[src/rtl/i2c_pkg.sv]
// Shared I2C definitions: field widths and the target receiver state set.
package i2c_pkg;
  localparam int unsigned I2C_ADDR_W = 7;
  localparam int unsigned I2C_BYTE_W = 8;

  typedef enum logic [2:0] {
    IDLE,
    ADDR,
    ADDR_ACK,
    DATA,
    DATA_ACK,
    IGNORE
  } rx_state_e;
endpackage

[src/rtl/i2c_line_sync.sv]
// Multi-stage synchronizer plus rise/fall detector for one I2C line.
// Every register presets to 1 so that a reset leaves the bus looking idle.
module i2c_line_sync #(
  parameter int unsigned SYNC_STAGES = 2
) (
  input  logic clk_i,
  input  logic rst_i,
  input  logic line_i,
  output logic line_o,
  output logic rise_o,
  output logic fall_o
);
  logic [SYNC_STAGES-1:0] sync_q;
  logic                   prev_q;

  always_ff @(posedge clk_i) begin
    if (rst_i) begin
      sync_q <= '1;
      prev_q <= 1'b1;
    end else begin
      sync_q <= {sync_q[SYNC_STAGES-2:0], line_i};
      prev_q <= sync_q[SYNC_STAGES-1];
    end
  end

  assign line_o = sync_q[SYNC_STAGES-1];
  assign rise_o = line_o & ~prev_q;
  assign fall_o = ~line_o & prev_q;
endmodule

[src/rtl/i2c_target_rx.sv]
// I2C write-only target: detects START/STOP, matches the address, ACKs
// each byte and strobes every completed data byte to local logic.
module i2c_target_rx
  import i2c_pkg::*;
#(
  parameter logic [I2C_ADDR_W-1:0] OWN_ADDR    = 7'h42,
  parameter int unsigned           SYNC_STAGES = 2
) (
  input  logic                  mclk,
  input  logic                  rst,
  input  logic                  scl_in,
  input  logic                  sda_in,
  output logic                  sda_drive_low,
  output logic [I2C_BYTE_W-1:0] rx_data,
  output logic                  rx_valid,
  output logic                  addr_hit,
  output logic                  busy
);
  logic scl_s, scl_rise, scl_fall;
  logic sda_s, sda_rise, sda_fall;
  logic start_cond, stop_cond;

  rx_state_e             state_q;
  logic [2:0]            cnt_q;
  logic [I2C_BYTE_W-1:0] shift_q, shift_d;
  logic                  drive_q, valid_q, hit_q, busy_q;
  logic [I2C_BYTE_W-1:0] data_q;

  i2c_line_sync #(.SYNC_STAGES(SYNC_STAGES)) u_scl_sync (
    .clk_i (mclk),
    .rst_i (rst),
    .line_i(scl_in),
    .line_o(scl_s),
    .rise_o(scl_rise),
    .fall_o(scl_fall)
  );

  i2c_line_sync #(.SYNC_STAGES(SYNC_STAGES)) u_sda_sync (
    .clk_i (mclk),
    .rst_i (rst),
    .line_i(sda_in),
    .line_o(sda_s),
    .rise_o(sda_rise),
    .fall_o(sda_fall)
  );

  assign start_cond = sda_fall & scl_s;
  assign stop_cond  = sda_rise & scl_s;
  assign shift_d    = {shift_q[I2C_BYTE_W-2:0], sda_s};

  always_ff @(posedge mclk) begin
    if (rst) begin
      state_q <= IDLE;
      cnt_q   <= '0;
      shift_q <= '0;
      drive_q <= 1'b0;
      valid_q <= 1'b0;
      hit_q   <= 1'b0;
      busy_q  <= 1'b0;
      data_q  <= '0;
    end else begin
      valid_q <= 1'b0;
      if (start_cond) begin
        state_q <= ADDR;
        cnt_q   <= '0;
        drive_q <= 1'b0;
        hit_q   <= 1'b0;
        busy_q  <= 1'b1;
      end else if (stop_cond) begin
        state_q <= IDLE;
        cnt_q   <= '0;
        drive_q <= 1'b0;
        hit_q   <= 1'b0;
        busy_q  <= 1'b0;
      end else begin
        case (state_q)
          ADDR: begin
            if (scl_rise) begin
              shift_q <= shift_d;
              cnt_q   <= cnt_q + 3'd1;
              if (cnt_q == 3'd7)
                state_q <= (shift_d[7:1] == OWN_ADDR && !shift_d[0]) ? ADDR_ACK : IGNORE;
            end
          end
          DATA: begin
            if (scl_rise) begin
              shift_q <= shift_d;
              cnt_q   <= cnt_q + 3'd1;
              if (cnt_q == 3'd7) begin
                data_q  <= shift_d;
                valid_q <= 1'b1;
                state_q <= DATA_ACK;
              end
            end
          end
          // First SCL fall after the byte pulls SDA low, the next one releases it.
          ADDR_ACK, DATA_ACK: begin
            if (scl_fall) begin
              if (!drive_q) begin
                drive_q <= 1'b1;
                if (state_q == ADDR_ACK) hit_q <= 1'b1;
              end else begin
                drive_q <= 1'b0;
                state_q <= DATA;
                cnt_q   <= '0;
              end
            end
          end
          IDLE, IGNORE: ;
          default: state_q <= IDLE;
        endcase
      end
    end
  end

  assign sda_drive_low = drive_q;
  assign rx_data       = data_q;
  assign rx_valid      = valid_q;
  assign addr_hit      = hit_q;
  assign busy          = busy_q;
endmodule

[config.mk]
export PLATFORM = sky130hd
export DESIGN_NAME = i2c_target_rx
export DESIGN_NICKNAME = d
export VERILOG_FILES = /design/src/rtl/i2c_pkg.sv /design/src/rtl/i2c_line_sync.sv /design/src/rtl/i2c_target_rx.sv
export SDC_FILE = /design/constraint.sdc
export NUM_CORES = 1
export LEC_CHECK = 0
export ABC_AREA = 1
export CAP_MARGIN = 20
export CORE_MARGIN = 10
export CORE_UTILIZATION = 58
export CTS_CLUSTER_DIAMETER = 150
export DETAILED_ROUTE_END_ITERATION = 8
export GPL_TIMING_DRIVEN = 0
export PLACE_DENSITY_LB_ADDON = 0.05
export SYNTH_ARGS = -nofsm -noshare
export SYNTH_HDL_FRONTEND = slang
export SYNTH_HIERARCHICAL = 1
export SYNTH_SLANG_ARGS = --single-unit
[constraint.sdc]
create_clock -name mclk -period 3.3 [get_ports mclk]
set_clock_uncertainty 0.05 [all_clocks]
set_input_delay 0.66 -clock mclk [delete_from_list [all_inputs] [get_ports mclk]]
set_output_delay 0.66 -clock mclk [all_outputs]
set_load 0.01 [all_outputs]
==> run metrics <==
Post-CTS Resized 0; initial antenna violation count 0; DRT Wirelength 2754 um; fin crit period just under 2000 ps; num ports 16; R2R Setup Slk 1700 ps; Slowest cell on crit path clkdlybuf4s50_1; worst-path fanout max 2; Mapped Area 0.001384 mm2; HPWL Detailed slightly above 2000 um; drt pass-1 iters 4; CP Buf/Inv Count 1; CP delay by family, top buffers and inverters; P_leak 0.7333 nW; Synth Register Bits 31; vias in the first global route approximately 1100; CTS buffer count 5; chip width between 60 and 70 um; Critical Path End Type primary output; postcts setup bufs 0; VDD IR-drop max ~0.4 mV; via/cell ratio 5.018; synth top area cells dfxtp_1 45%, nand2_1 9.8%, inv_1 6.0%; Reg clk slew, reported paths about 90 ps; GRT overflow 0; # fillers ~190; CORE AREA approximately 0.0022 mm2; Slew headroom 81.10%; final net count about 210; Yosys Warn Count 6; CTS sink count 31; slowest cell delay on critical path 570 ps; CTS HTree Levels 2; Synthesized Nets between 150 and 200; synthesized instance count about 180; diode count 0; Pwr per Cell Area ~550 mW/mm2; Setup-failing EPs final 0; outcome finished, final reports clean; Starting Density 61.96%; DRC 0; IO buf count 15; gr usage total 14.00%; Final Max Slew Viols 0; setup_tns 0 ps; CTS tree done; chip height a little under 70 um; Antenna Violating Nets Remaining 0; dominant cell type by area after synthesis dfxtp_1; fin crit share between 50% and 60%; RePlAce Congestion 0.9150; Max Clk Rate around 500 MHz; clock root buffer clkbuf_4; Final Hold Viols 0; Distinct cells, synth 25; hold buffer count at cts 0; MaxCap Viol Count 0; die area around 0.0047 mm2; synthesis-to-layout area growth 18.35%; Required @ worst endpoint 2590 ps; final core utilization 73.33%; Worst Tran Pin Value ~280 ps; class of the worst hold path reg2reg; Syn Area/Cell between 7 and 8 um2; share of cells above drive strength 1 between 20% and 30%; CTS max path bufs 2; RSZ-0062 raised after global routing no; largest net degree at the start of global routing 11; register area share after synthesis 44.85%; worst endpoint data arrival time 1260 ps; first-pass GRT wire length 4968 um; number of standard-cell rows in the floorplan 17; CP Class reg2out; Via Count ~1100; wire length per cell around 12 um; initial DRC count 78; top cell type's share of synthesized area 44.85%; CP startpoint kind flop; clk_lat worst skew 330 ps; CP cell instances clkdlybuf4s50_1
-- flip-flops by register name, summed over array words and instances, names as in the netlist --
name and count:
addr_hit 1, rx_data 8, u_sda_sync/prev_q 1, busy 1, sda_drive_low 1, u_scl_sync/prev_q 1
u_scl_sync/sync_q 2, state_q 3, u_sda_sync/sync_q 2, shift_q 7, cnt_q 3, rx_valid 1
-- final timing paths --
check / cells after the start / end / from
max: 1 / busy / busy$_SDFFE_PP0N_
min: 2 / u_sda_sync/sync_q[1]$_SDFF_PP1_ / u_sda_sync/sync_q[0]$_SDFF_PP1_
max reg2reg: 9 / shift_q[5]$_SDFFE_PP0P_ / u_scl_sync/sync_q[1]$_SDFF_PP1_
min reg2reg: 2 / u_sda_sync/sync_q[1]$_SDFF_PP1_ / u_sda_sync/sync_q[0]$_SDFF_PP1_
-- final cells by class --
class | instances | area (um2) | area share (%)
flip-flops and latches | 31 | 620.6 | 37.89
multi-input cells | 113 | 620.6 | 37.89
repair buffers | 15 | 150.1 | 9.167
inverters | 30 | 112.6 | 6.875
clock buffers | 8 | 68.82 | 4.202
well taps | 28 | 35.03 | 2.139
plain buffers | 3 | 30.03 | 1.833
-- per-layer routing --
layer / routed length (um) / global-route usage, %
met2: 1218 / 21.46
met3: 216 / 6.924
met5: 0 / 0
met4: 64 / 7.143
met1: 1255 / 15.76
-- cells by family after synthesis --
logic type	count (synthesis)	share of synthesized area (%)
AO/OA/AOI/OAI	37	16.64
flip-flops	31	44.85
buffers and inverters	33	10.31
adder cells (fa/ha/maj)	2	1.808
AND/OR/NAND/NOR	74	26.40
-- metrics by stage --
stage                     instances  hold slack, ps  setup WS (ps)  power, mW  instance area (um2)
after detailed placement        220           360.6           1440     0.6587                 1569
after global placement          220           342.6           1441     0.6488                 1569
after CTS                       228           382.0           1290     0.9128                 1638
after floorplan                 177           336.7           1944     0.6093                 1384
after global routing            228           405.7           1257     0.9778                 1638
final                           228           384.3           1326     0.9056                 1638
-- placed cells by master (no fill, tap or decap), drive strengths merged --
master | synthesis | layout
clkbuf | 0 | 8
nor2 | 22 | 22
buf | 3 | 3
clkdlybuf4s50 | 0 | 15
nor3b | 1 | 1
ha | 2 | 2
inv | 30 | 30
a31oi | 1 | 1
nand4 | 2 | 2
dfxtp | 31 | 31
nor3 | 2 | 2
a22oi | 1 | 1
o21ai | 16 | 16
nand2 | 40 | 40
a21oi | 19 | 19
nand3 | 7 | 7
-- synthesized netlist by cell type --
master	n
a21oi_1	14
a21oi_2	5
a22oi_1	1
a31oi_1	1
buf_4	1
buf_6	2
dfxtp_1	31
ha_1	2
inv_1	22
inv_2	8
nand2_1	36
nand2_2	4
nand3_1	6
nand3_2	1
nand4_1	1
nand4_2	1
nor2_1	17
nor2_2	1
nor2_4	3
nor2_8	1
nor3_1	2
nor3b_2	1
o21ai_0	1
o21ai_1	9
o21ai_2	6
-- where the power goes --
| part | total (mW) | internal (mW) | leakage (nW) | switching (mW) |
|---|---|---|---|---|
| clock network | 0.252 | 0.125 | 0.0386 | 0.126 |
| registers | 0.420 | 0.394 | 0.252 | 0.0264 |
| logic | 0.234 | 0.0810 | 0.443 | 0.153 |
| total | 0.906 | 0.600 | 0.733 | 0.306 |
Power figures use the tool's default switching activity.
